`src/rtl/mem_access_stage.sv`:
```
// ---------------------------------------------------------------------------
// mem_access_stage
//
// Memory-access stage of the SimpleRISC pipeline. Accepts the EX/MA bundle,
// runs the ld/st data-memory transaction over a request/ready handshake of
// variable latency, stalls upstream while the request is outstanding, and
// presents a registered MA/RW bundle to writeback.
//
// Handshake semantics (both sides):
//   Upstream : a bundle transfers on a rising edge where in_valid=1 and
//              in_ready=1. Upstream holds its bundle while in_ready=0.
//              in_ready depends on the state register only.
//   Memory   : a request completes on a rising edge where mem_req=1 and
//              mem_ready=1. mem_ready is ignored while mem_req=0. mem_addr,
//              mem_we and mem_wdata are stable for the life of a request.
//   Writeback: out_valid is a one-cycle pulse; isWb is forced low whenever
//              out_valid is low, other bundle fields hold between pulses.
//
// Ports:
//   clk, rst                 clock, synchronous active-high reset
//   in_valid / in_ready      EX/MA bundle handshake
//   in_pc, in_aluResult,     PC, ALU result (effective address),
//   in_op2, in_inst          store data, instruction word
//   in_isLd, in_isSt,        decoded control flags
//   in_isCall, in_isWb
//   mem_req, mem_we,         data-memory request (we=1 store, 0 load)
//   mem_addr, mem_wdata
//   mem_ready, mem_rdata     memory completion and load data
//   out_valid                MA/RW bundle is new this cycle
//   pc, ldResult, aluResult, MA/RW bundle
//   inst, isLd, isCall, isWb
//   mem_err                  misaligned or timed-out access (with out_valid)
//   dbg_state                1 while a memory request is outstanding
// ---------------------------------------------------------------------------
module mem_access_stage #(
    parameter int TIMEOUT = 16
) (
    input  logic        clk,
    input  logic        rst,

    input  logic        in_valid,
    output logic        in_ready,
    input  logic [31:0] in_pc,
    input  logic [31:0] in_aluResult,
    input  logic [31:0] in_op2,
    input  logic [31:0] in_inst,
    input  logic        in_isLd,
    input  logic        in_isSt,
    input  logic        in_isCall,
    input  logic        in_isWb,

    output logic        mem_req,
    output logic        mem_we,
    output logic [31:0] mem_addr,
    output logic [31:0] mem_wdata,
    input  logic        mem_ready,
    input  logic [31:0] mem_rdata,

    output logic        out_valid,
    output logic [31:0] pc,
    output logic [31:0] ldResult,
    output logic [31:0] aluResult,
    output logic [31:0] inst,
    output logic        isLd,
    output logic        isCall,
    output logic        isWb,
    output logic        mem_err,

    output logic        dbg_state
);

    typedef enum logic {
        S_IDLE = 1'b0,
        S_MEM  = 1'b1
    } state_t;

    // Counter value on which an unanswered request is abandoned; the request
    // has then been presented for exactly TIMEOUT cycles.
    localparam logic [7:0] WAIT_LAST = 8'(TIMEOUT - 1);

    state_t      state;
    logic [7:0]  wait_cnt;

    // Holding registers for the instruction while its request is in flight.
    logic [31:0] hold_pc;
    logic [31:0] hold_alu;
    logic [31:0] hold_op2;
    logic [31:0] hold_inst;
    logic        hold_isLd;
    logic        hold_isCall;
    logic        hold_isWb;
    logic        hold_we;

    // Decode of the incoming bundle.
    logic        in_is_mem;
    logic        in_misaligned;
    logic        in_is_store;

    always_comb begin
        in_is_mem     = in_isLd | in_isSt;
        in_misaligned = in_is_mem & (in_aluResult[1:0] != 2'b00);
        // A bundle flagged as both load and store is treated as a load.
        in_is_store   = in_isSt & ~in_isLd;
    end

    assign in_ready  = (state == S_IDLE);
    assign dbg_state = (state == S_MEM);

    assign mem_addr  = hold_alu;
    assign mem_wdata = hold_op2;
    assign mem_we    = hold_we;

    always_ff @(posedge clk) begin
        if (rst) begin
            state       <= S_IDLE;
            wait_cnt    <= 8'd0;
            mem_req     <= 1'b0;
            hold_pc     <= 32'd0;
            hold_alu    <= 32'd0;
            hold_op2    <= 32'd0;
            hold_inst   <= 32'd0;
            hold_isLd   <= 1'b0;
            hold_isCall <= 1'b0;
            hold_isWb   <= 1'b0;
            hold_we     <= 1'b0;
            out_valid   <= 1'b0;
            mem_err     <= 1'b0;
            pc          <= 32'd0;
            ldResult    <= 32'd0;
            aluResult   <= 32'd0;
            inst        <= 32'd0;
            isLd        <= 1'b0;
            isCall      <= 1'b0;
            isWb        <= 1'b0;
        end else begin
            // Pulse outputs default low; isWb is gated with out_valid so a
            // held bundle can never be committed twice.
            out_valid <= 1'b0;
            mem_err   <= 1'b0;
            isWb      <= 1'b0;

            case (state)
                S_IDLE: begin
                    if (in_valid) begin
                        if (!in_is_mem) begin
                            // Plain ALU/branch instruction: pass straight
                            // through in a single cycle.
                            pc        <= in_pc;
                            aluResult <= in_aluResult;
                            inst      <= in_inst;
                            isLd      <= in_isLd;
                            isCall    <= in_isCall;
                            ldResult  <= 32'd0;
                            isWb      <= in_isWb;
                            out_valid <= 1'b1;
                        end else if (in_misaligned) begin
                            // Misaligned access: never reaches memory and
                            // must not write back.
                            pc        <= in_pc;
                            aluResult <= in_aluResult;
                            inst      <= in_inst;
                            isLd      <= in_isLd;
                            isCall    <= in_isCall;
                            ldResult  <= 32'd0;
                            isWb      <= 1'b0;
                            mem_err   <= 1'b1;
                            out_valid <= 1'b1;
                        end else begin
                            hold_pc     <= in_pc;
                            hold_alu    <= in_aluResult;
                            hold_op2    <= in_op2;
                            hold_inst   <= in_inst;
                            hold_isLd   <= in_isLd;
                            hold_isCall <= in_isCall;
                            hold_isWb   <= in_isWb;
                            hold_we     <= in_is_store;
                            wait_cnt    <= 8'd0;
                            mem_req     <= 1'b1;
                            state       <= S_MEM;
                        end
                    end
                end

                S_MEM: begin
                    // A completion on the final wait cycle still counts as a
                    // successful access; the timeout only fires without one.
                    if (mem_ready) begin
                        pc        <= hold_pc;
                        aluResult <= hold_alu;
                        inst      <= hold_inst;
                        isLd      <= hold_isLd;
                        isCall    <= hold_isCall;
                        ldResult  <= hold_we ? 32'd0 : mem_rdata;
                        isWb      <= hold_isWb;
                        out_valid <= 1'b1;
                        mem_req   <= 1'b0;
                        state     <= S_IDLE;
                    end else if (wait_cnt == WAIT_LAST) begin
                        pc        <= hold_pc;
                        aluResult <= hold_alu;
                        inst      <= hold_inst;
                        isLd      <= hold_isLd;
                        isCall    <= hold_isCall;
                        ldResult  <= 32'd0;
                        isWb      <= 1'b0;
                        mem_err   <= 1'b1;
                        out_valid <= 1'b1;
                        mem_req   <= 1'b0;
                        state     <= S_IDLE;
                    end else begin
                        wait_cnt <= wait_cnt + 8'd1;
                    end
                end

                default: begin
                    mem_req <= 1'b0;
                    state   <= S_IDLE;
                end
            endcase
        end
    end

endmodule

```
`config.mk`:
```
export PLATFORM = sky130hd
export DESIGN_NAME = mem_access_stage
export DESIGN_NICKNAME = d
export VERILOG_FILES = /design/src/rtl/mem_access_stage.sv
export SDC_FILE = /design/constraint.sdc
export NUM_CORES = 1
export LEC_CHECK = 0
export ABC_AREA = 1
export CORE_MARGIN = 2
export CORE_UTILIZATION = 45
export CTS_BUF_LIST = sky130_fd_sc_hd__clkbuf_8
export CTS_CLUSTER_DIAMETER = 60
export DETAILED_ROUTE_END_ITERATION = 10
export GPL_TIMING_DRIVEN = 0
export PLACE_DENSITY_LB_ADDON = 0.25
export RECOVER_POWER = 25
export REMOVE_ABC_BUFFERS = 1
export SYNTH_ARGS = -nofsm -noshare
export SYNTH_HDL_FRONTEND = slang
export SYNTH_SLANG_ARGS = --single-unit
```
`constraint.sdc`:
```
create_clock -name clk -period 3.6 [get_ports clk]
set_clock_uncertainty 0.1 [all_clocks]
set_input_delay 0.54 -clock clk [delete_from_list [all_inputs] [get_ports clk]]
set_output_delay 0.54 -clock clk [all_outputs]
set_load 0.05 [all_outputs]
```
# After elaboration in Yosys (flattened, before gate mapping)
# Index checks and enable logic that the tools add are counted.
# W data, S select, Z words.
[totals] ff_bits=275 in_bits=168 out_inout_bits=201 elab_cells=109
[op_classes] n_reduce_logical=5 eq_ne=8 bitwise=6 n_mux=69 add_sub_neg=1
[op_table] op="$mux W32" count=21
[op_table] op="$pmux W32 S2" count=4
[op_table] op="$mux W8" count=5
[op_table] op="$mux W1" count=31
[op_table] op="$pmux W8 S2" count=1
[op_table] op="$pmux W1 S2" count=7
[op_table] op="$add A8 B1 Y8 const B" count=1
[op_table] op="$eq A8 B4 Y1 const B" count=1
[op_table] op="$ne A2 B2 Y1 const B" count=4
[op_table] op="$reduce_and A4 Y1" count=2
[op_table] op="$ne A3 B2 Y1 const B" count=2
[op_table] op="$reduce_and A5 Y1" count=1
[op_table] op="$not A1 Y1" count=3
[op_table] op="$reduce_and A3 Y1" count=1
[op_table] op="$and A1 B1 Y1" count=2
[op_table] op="$ne A2 B1 Y1 const B" count=1
[op_table] op="$reduce_bool A2 Y1" count=1
[op_table] op="$or A1 B1 Y1" count=1

# Longest topological paths before layout
# Gate-level depths: netlist (run 1).
[depth] word_depth=6 depth_mapped=11 depth_no_buf=9

# Worst setup path after synthesis (run 1)
# Ideal clock, no wire load.
[synth_timing] path_kind="flip-flop to flip-flop" startpoint="register state (netlist: dbg_state)" endpoint="register hold_alu[16] (netlist: mem_addr[16])" stages_incl_launch_ff=8 setup_time_ns=0.070 path_buffers=3 arrival_ns=1.862 slack_ns=1.568 synth_period_minus_slack_ns=2.032 t_required_ns=3.430 cell_sequence="dfxtp_1 inv_2 nand4_1 buf_2 buf_2 buf_2 nand2_1 a21oi_1"
[synth_between] elab_chain_len=2
[synth_lines] item="start, declared" line="81" text="state_t state;"
[synth_lines] item="start signal, assigned" line="115" text="state <= S_IDLE;"
[synth_lines] item="start signal, assigned" line="179" text="state <= S_MEM;"
[synth_lines] item="start signal, assigned" line="197" text="state <= S_IDLE;"
[synth_lines] item="$not A1 Y1 (no source line)"
[synth_lines] item="net in_ready" line="42" text="output logic in_ready,"
[synth_lines] item="$reduce_and A4 Y1 (no source line)"
[synth_lines] item="end signal, assigned" line="170" text="hold_alu <= in_aluResult;"
[synth_lines] item="end, declared" line="86" text="logic [31:0] hold_alu;"
# The timed path passes the listed nets, and every way through them passes these cells.
# A chain may end at the register's enable or synchronous reset.

# Worst setup path after layout (run 1)
[layout_timing] startpoint="register state (netlist: dbg_state)" endpoint="output port dbg_state"
[layout_lines] item="end, declared" line="69" text="output logic dbg_state"
# No word-level cell between the ends.

==> impl_metrics.json, run 1 <==
{
  "synth_top_area_frac": 0.497,
  "drv_cap": 1,
  "ys_seq_area_frac": 0.497,
  "routed_wl_um": 34000,
  "startpoint": "dbg_state",
  "finalHoldViolCount": 0,
  "cp-end-kind": "output pin",
  "routedWlPerCell_um": 15.9,
  "r2r_start": "dbg_state",
  "cp.depth": 3,
  "fin_crit_ps": 3350,
  "cts_sinks": 275,
  "grt_max_degree": 104,
  "clock-root-buffer": "clkbuf_8",
  "synth_top_area_cell": "dfxtp_1",
  "vias": 10900,
  "avgViaCountPerCell": 5.11,
  "ios": 369,
  "syn_area_mm2": 0.0111,
  "gr-total-overflow": 0,
  "grtUsageTotal": 0.253,
  "setup_violations": 0,
  "failed_checks": "capacitance limit, slew limit",
  "grtUsageMet1": 0.300,
  "worstRegToRegCells": 10,
  "met3_usage": 0.0772,
  "worstPathArrival_ps": 2710,
  "grt_pass1_vias": 10600,
  "power.density_mw_per_mm2": 463,
  "synth-compound-area-share": 0.0840,
  "num-fill-cells": 2067,
  "grt_setup_unrepaired": "false",
  "gp_congestion": 0.792,
  "cp_num_buf_inv": 3,
  "dieArea_mm2": 0.0259,
  "hp-class": "in2reg",
  "portBuffers": 368,
  "finalMaxSlewViolations": 35,
  "crit_chain": "buf_16 -> buf_16 -> clkdlybuf4s50_1",
  "syn_inst": 1464,
  "clk-insertion-delay-late_ps": 540,
  "avgSynthCellArea_um2": 7.57,
  "crit_required_ps": 2960,
  "rr_endpoint": "pc[23]",
  "timing.final.crit_share": 0.932,
  "nets": 1956,
  "synthXorXnorAreaFrac": 0,
  "top_usage_layer": "met2",
  "regToRegSetupSlack_ps": 530,
  "cts_max_level": 2,
  "fp-row-count": 57,
  "coreArea_mm2": 0.0242,
  "initial_core_util": 0.457,
  "p_total_mw": 7.39,
  "worstPathMaxFanout": 54,
  "numCtsBuffers": 46,
  "ys_types": 21,
  "antenna_found_initial": 1,
  "fin_util": 0.658,
  "final_layout_size_suffix_gt1_frac": 0.0501,
  "yosys_warnings": 0,
  "drc": 0,
  "yosys.area_share.simple": 0.281,
  "crit_path_frequent_cell": "buf_16",
  "clk_pin_slew_ps": 60,
  "synthTopCellsByArea": "dfxtp_1 50%, nand2_1 14%, mux2i_1 8.4%",
  "critPathLaunchType": "register",
  "synth-adder-area-share": 0.00113,
  "slowest_delay_ps": 880,
  "outcome": "complete, but fails checks",
  "fmax_mhz": 298,
  "leakage_nw": 6.33,
  "drt_pre_antenna_iters": 5,
  "grt_first_pass_wirelength_um": 54000,
  "synthToLayoutAreaGrowth_pct": 44.1,
  "slowest_stage": "clkdlybuf4s50_1",
  "die_w_um": 161,
  "cts_tree": "yes",
  "worstSetupPathType": "reg2out",
  "peakVddDrop_uv": 341,
  "ys_ff_latch": 275,
  "synth_top_family_by_area": "simple AND/OR/NAND/NOR gates",
  "synth_mux_area_frac": 0.0840,
  "critPathTopFamily": "buffers and inverters",
  "tightest_slew_ps": 1530,
  "grt_use_met2": 0.435,
  "dr.first_iter.drc_count": 771,
  "place_hpwl_um": 21300,
  "holdBufCountCts": 0,
  "cts_buffer_depth": 3,
  "relSlewSlack": -0.0227,
  "ant_nets": 0,
  "die_h_um": 161,
  "cp-endpoint": "dbg_state"
}
-- synthesized netlist by cell type --
cell type	count
nand3_1	147
o21a_1	1
buf_2	45
mux2i_1	93
ha_1	1
inv_2	5
buf_6	3
a21oi_1	178
dfxtp_1	275
nor2_1	217
or2_1	1
buf_4	2
nand4_1	3
o21bai_1	1
inv_1	15
nand2_1	407
buf_1	9
clkbuf_1	54
nand2_2	1
o21ai_0	5
nor3b_1	1
-- cell type report --
type / instances / area [µm²] / area share
Antenna cell: 1 / 2.50 / 0.000157
Sequential cell: 275 / 5510 / 0.345
Inverter: 20 / 92.6 / 0.00580
Clock buffer: 60 / 826 / 0.0517
Tap cell: 324 / 405 / 0.0254
Multi-Input combinational cell: 1056 / 5010 / 0.314
Clock inverter: 17 / 66.3 / 0.00415
Timing Repair Buffer: 388 / 4060 / 0.254
-- layout by cell type, fill, tap and decap left out --
master	n
nor2_2	1
a21oi_1	178
nor2_1	216
nand2_4	1
buf_12	3
dlygate4sd3_1	110
buf_6	3
nor3b_1	1
dfxtp_1	274
buf_16	7
or2_1	1
clkbuf_4	1
clkbuf_8	60
clkdlybuf4s50_1	256
buf_8	6
inv_6	1
inv_4	2
clkbuf_1	2
nand3_1	147
o21bai_4	1
inv_8	1
nand4_1	3
mux2i_1	93
inv_1	30
o21a_1	1
dfxtp_4	1
nand2_1	407
o21ai_0	5
clkinv_2	2
ha_1	1
inv_2	1
diode_2	1
-- flip-flops by register name, indices dropped and copies added, names as in the netlist, 8 cells and up --
name / count
aluResult: 32
hold_pc: 32
mem_addr: 32
pc: 32
hold_inst: 32
mem_wdata: 32
inst: 32
wait_cnt: 8
ldResult: 32
-- metrics by stage --
| stage | cells | setup WS [ps] | TNS [ps] | hold slack (ps) | area (µm²) |
|---|---|---|---|---|---|
| after floorplan | 1351 | -6480 | -1419480 | 339 | 10600 |
| after global placement | 2043 | -11860 | -2707290 | 347 | 14700 |
| after detailed placement | 2063 | -601 | -43580 | 354 | 15100 |
| after CTS | 2140 | 51.7 | 0 | 325 | 16000 |
| after global routing | 2141 | 132 | 0 | 327 | 16000 |
| final | 2141 | 246 | 0 | 316 | 16000 |
-- metal layers --
layer / routed length (µm) / part of all wire
met3: 2780 / 0.082
met4: 934 / 0.027
met5: 0 / 0
met1: 13900 / 0.41
met2: 16400 / 0.48
-- worst min path at each step --
stage | start | end | slack [ps] | depth (start not counted)
global route | rst | mem_addr[28] | 330 | 2
global placement | ldResult[4] | ldResult[4] | 350 | 2
finish | rst | mem_addr[28] | 320 | 2
detailed placement | mem_wdata[31] | mem_wdata[31] | 350 | 2
floorplan | hold_inst[0] | hold_inst[0] | 340 | 2
CTS | rst | out_valid | 330 | 2
-- power breakdown --
part           internal, mW  leakage (nW)  switching, mW  total (mW)
logic                 0.525          3.57          0.903        1.43
clock network          1.47         0.519           1.22        2.69
registers              3.19          2.25         0.0756        3.27
-- logic make-up (layout without fill, tap and decap cells) --
| group | after synthesis | count (layout) |
|---|---|---|
| mux | 93 | 93 |
| flops | 275 | 275 |
| simple gates | 777 | 777 |
| fa+ha+maj | 1 | 1 |
| buf+inv | 133 | 485 |
| other cells | 0 | 1 |
| compound gates | 185 | 185 |
-- repair_timing --
| item | 4_1_cts | 5_1_grt |
|---|---|---|
| setup buffers | 0 | 0 |
| hold endpoints to repair | 0 | 0 |
| setup endpoints to repair | 10 | 55 |
| resized for setup | 1 | 3 |
(Power assumes the default switching activity.)
==> run 2: changes to the inputs <==
- CAP_MARGIN: not set -> 10
- PLACE_DENSITY_LB_ADDON: 0.25 -> 0.08
- TNS_END_PERCENT: not set -> 10
==> run 2 against run 1 <==
  * The run now ends clean
  * Final cell count rose by 0.42%
  * Worst setup slack got worse by 5.8 ps
  * Global-route usage rose by 0.25 points
  * Sequential share of layout area fell by 0.19 points
  * Combinational power barely moved
  * Worst hold slack got worse by 17 ps
  * Sequential power barely moved
  * Largest cell class unchanged
  * Largest power group unchanged
==> impl_metrics.json, run 2 (synthesis gave the netlist of run 1 again) <==
{
  "dpl.cell_count": 2063,
  "timing.final.crit_share": 0.933,
  "initial_core_util": 0.457,
  "synthToLayoutAreaGrowth_pct": 44.9,
  "dieArea_mm2": 0.0259,
  "worstPathArrival_ps": 3740,
  "drt_pre_antenna_iters": 5,
  "fp-row-count": 57,
  "p_sw_frac": 0.300,
  "worstSetupPathType": "reg2reg",
  "pwr-share-comb": 0.193,
  "grt_setup_unrepaired": "false",
  "coreArea_mm2": 0.0242,
  "outcome": "complete, no violations",
  "fmax_mhz": 298,
  "grtUsageMet1": 0.324,
  "tightest_slew_ps": 755,
  "routedWlPerCell_um": 15.9,
  "top_usage_layer": "met2",
  "p_total_mw": 7.43,
  "cts_max_level": 2,
  "grtUsageTotal": 0.255,
  "ios": 369,
  "place_area_mm2": 0.0151,
  "fin_cells": 2150,
  "relSlewSlack": 0.495,
  "ant_nets": 0,
  "nets": 1959,
  "antenna_found_initial": 2,
  "dr.first_iter.drc_count": 766,
  "drc": 0,
  "power.density_mw_per_mm2": 463,
  "place_hpwl_um": 21500,
  "cts_buffer_depth": 3,
  "portBuffers": 368,
  "setup_violations": 0,
  "final_layout_size_suffix_gt1_frac": 0.0537,
  "fin_util": 0.662,
  "numCtsBuffers": 47,
  "leakage_nw": 6.39,
  "met3_usage": 0.0746,
  "clk-insertion-delay-late_ps": 560,
  "fin_hold_ws_ps": 300,
  "hp-class": "in2reg",
  "die_w_um": 161,
  "finalHoldViolCount": 0,
  "vias": 10900,
  "drv_cap": 0,
  "critPathLaunchType": "register",
  "grt_use_met2": 0.423,
  "finalMaxSlewViolations": 0,
  "routed_wl_um": 34300,
  "design_area_mm2": 0.0161,
  "clkPwrFrac": 0.367,
  "switchingPower_mw": 2.23,
  "gr-total-overflow": 0,
  "grt_pass1_vias": 10200,
  "cp-end-kind": "register",
  "avgViaCountPerCell": 5.05,
  "peakVddDrop_uv": 386,
  "worstPathMaxFanout": 79,
  "crit_required_ps": 3980,
  "clk_pin_slew_ps": 60,
  "gp_congestion": 0.759,
  "grt_max_degree": 114,
  "final_cell_mix": "407 x nand2_1, 274 x dfxtp_1, 253 x clkdlybuf4s50_1",
  "final_common_cell": "nand2_1",
  "clock-root-buffer": "clkbuf_8",
  "cts_sinks": 275,
  "cts_tree": "yes",
  "die_h_um": 161,
  "intPower_mw": 5.20,
  "grt_first_pass_wirelength_um": 54000,
  "pwr-share-seq": 0.440,
  "fin_crit_ps": 3360
}
[run 2: layout make-up]
cell class | count | area [µm²]
diodes | 2 | 5.00
multi-input cells | 1056 | 5010
clock buffers | 56 | 771
fillers | 2133 | 8190
well taps | 324 | 405
inverters | 20 | 95.1
flip-flops and latches | 275 | 5510
repair buffers | 390 | 4120
clock inverters | 27 | 145
[run 2: path summary, 6_finish.rpt]
| kind | start | end | slack [ps] | depth (start not counted) |
|---|---|---|---|---|
| worst max-delay path | dbg_state | hold_pc[31] | 240 | 9 |
| worst min-delay path | rst | hold_pc[23] | 300 | 2 |
| worst max register to register | dbg_state | hold_pc[31] | 240 | 9 |
| worst min register to register | aluResult[30] | aluResult[30] | 360 | 2 |
[run 2: critical path, cell delays in order, from the launching register on]
cell	delay, ps
dfxtp_4	480
buf_12	250
inv_2	170
nand4_1	620
buf_8	400
buf_8	160
inv_6	360
buf_16	360
o21ai_0	130
a21oi_1	160
[run 2: per-layer routing]
layer	vias up	routed length, µm
li1	5419	-
met1	5025	14500
met2	378	16100
met3	43	2960
met4	0	730
met5	-	0
[run 2: power groups by stage]
stage                     Sequential, mW  Combinational, mW  Clock (mW)
after floorplan                     3.78              0.379           0
after global placement              3.35               1.44           0
after detailed placement            3.34               1.45           0
after CTS                           3.27               1.46        2.79
after global routing                3.29               1.53        2.95
final                               3.27               1.43        2.73
[run 2: what timing repair did]
item / in CTS / in global routing
setup endpoints to repair: 85 / 62
resized for setup: 2 / 2
hold buffers: 0 / 0
setup buffers: 1 / 0
[run 2: metrics by stage]
step	setup WS, ps	setup TNS, ps
2_1_floorplan	-6480	-1419480
3_3_place_gp	-11990	-2787410
3_5_place_dp	-568	-46020
4_1_cts	179	0
5_1_grt	18.7	0
6_report	241	0
==> run 3: changes to the inputs <==
- CTS_BUF_LIST: sky130_fd_sc_hd__clkbuf_8 -> sky130_fd_sc_hd__clkbuf_16
==> run 3 against run 2 <==
  * Utilization rose by 0.14 points
  * Highest routed layer unchanged
  * Total power up 3.1%
  * Final cell count decreased by 1.2%
  * Die area unchanged
  * Final area up 0.22%
  * Via count is 0.15% lower
  * Maximum frequency is 1.2% higher
  * Worst hold slack gained 21 ps
  * Sequential share of layout area down 0.075 points
  * Combinational power is essentially flat
  * Non-clock buffer count did not move
  * Critical path depth unchanged
==> impl_metrics.json, run 3 (synthesis gave the netlist of run 1 again) <==
{
  "outcome": "complete, no violations",
  "synthToLayoutAreaGrowth_pct": 45.2,
  "dr.first_iter.drc_count": 665,
  "numCtsBuffers": 31,
  "final_cell_mix": "407 x nand2_1, 274 x dfxtp_1, 253 x clkdlybuf4s50_1",
  "tightest_slew_ps": 758,
  "avgViaCountPerCell": 5.11,
  "worstPathMaxFanout": 79,
  "clock-root-buffer": "clkbuf_16",
  "finalHoldViolCount": 0,
  "worstPathArrival_ps": 3690,
  "drv_cap": 0,
  "fin_crit_ps": 3320,
  "p_total_mw": 7.66,
  "fin_util": 0.664,
  "grt_setup_unrepaired": "false",
  "relSlewSlack": 0.493,
  "clk-insertion-delay-late_ps": 540,
  "cts_max_level": 1,
  "peakVddDrop_uv": 394,
  "die_w_um": 161,
  "final_layout_size_suffix_gt1_frac": 0.0417,
  "finalMaxSlewViolations": 0,
  "portBuffers": 368,
  "place_hpwl_um": 21500,
  "grt_max_degree": 114,
  "timing.final.crit_share": 0.922,
  "cts_buffer_depth": 3,
  "setup-tns-final_ps": 0,
  "crit_required_ps": 3970,
  "coreArea_mm2": 0.0242,
  "dieArea_mm2": 0.0259,
  "antenna_found_initial": 2,
  "hp-class": "in2reg",
  "power.density_mw_per_mm2": 476,
  "worstSetupPathType": "reg2reg",
  "cp-end-kind": "register",
  "grt_first_pass_wirelength_um": 53400,
  "cts_sinks": 275,
  "grt_pass1_vias": 10000,
  "final_common_cell": "nand2_1",
  "ios": 369,
  "leakage_nw": 6.33,
  "setup_violations": 0,
  "die_h_um": 161,
  "vias": 10800,
  "cts_tree": "yes",
  "routed_wl_um": 34100,
  "dp_slack_ps": -568,
  "worstRegToRegCells": 9,
  "drt_pre_antenna_iters": 5,
  "initial_core_util": 0.457,
  "clk_pin_slew_ps": 60,
  "drc": 0,
  "finalWorstSetupSlack_ps": 280,
  "fp-row-count": 57,
  "gp_congestion": 0.759,
  "ant_nets": 0,
  "critPathLaunchType": "register",
  "nets": 1943,
  "routedWlPerCell_um": 16.1,
  "gr-total-overflow": 0,
  "hold_path_depth": 2,
  "fmax_mhz": 301,
  "grtUsageTotal": 0.251
}
## run 3: final cells by class
class / instances / area (µm²)
Fill cell: 2113 / 8160
Sequential cell: 275 / 5510
Multi-Input combinational cell: 1056 / 5010
Timing Repair Buffer: 390 / 4120
Clock buffer: 31 / 776
Tap cell: 324 / 405
Clock inverter: 26 / 178
Inverter: 20 / 92.6
Antenna cell: 2 / 5.00
## run 3: timing repair
item / CTS / global route
pin swaps: 0 / 0
buffers inserted: 1 / 0
hold buffers: 0 / 0
resized for setup: 2 / 1
cloned: 0 / 0
setup endpoints to repair: 73 / 26
## run 3: final timing paths
path / startpoint / to / slack (ps)
min: rst / hold_pc[23] / 320
max reg2reg: dbg_state / mem_addr[31] / 280
min reg2reg: pc[31] / pc[31] / 360
max: dbg_state / mem_addr[31] / 280
## run 3: report_power, final
| group | switching, mW | internal, mW |
|---|---|---|
| Combinational | 0.902 | 0.527 |
| Clock | 1.26 | 1.70 |
| Sequential | 0.0734 | 3.19 |
## run 3: routing by layer
layer / global-route usage / up-vias / routed length, µm
li1: - / 5390 / -
met1: 0.322 / 5060 / 14500
met2: 0.423 / 357 / 16200
met3: 0.0661 / 42 / 2680
met4: 0.0633 / 0 / 756
met5: 0 / - / 0
## run 3: worst max-delay path, stage by stage, from the launching register on
cell and delay (ps):
dfxtp_4 470, buf_12 250, inv_2 170, nand4_1 630, buf_8 400, buf_8 160, inv_6 350, buf_16 350
o21ai_0 130, a21oi_1 130
## run 3: stage by stage
step / std cells / cell area [µm²] / hold slack [ps]
after global placement: 2043 / 14700 / 347
after floorplan: 1351 / 10600 / 339
after detailed placement: 2063 / 15100 / 354
after global routing: 2124 / 16100 / 337
after CTS: 2121 / 16100 / 320
final: 2124 / 16100 / 321
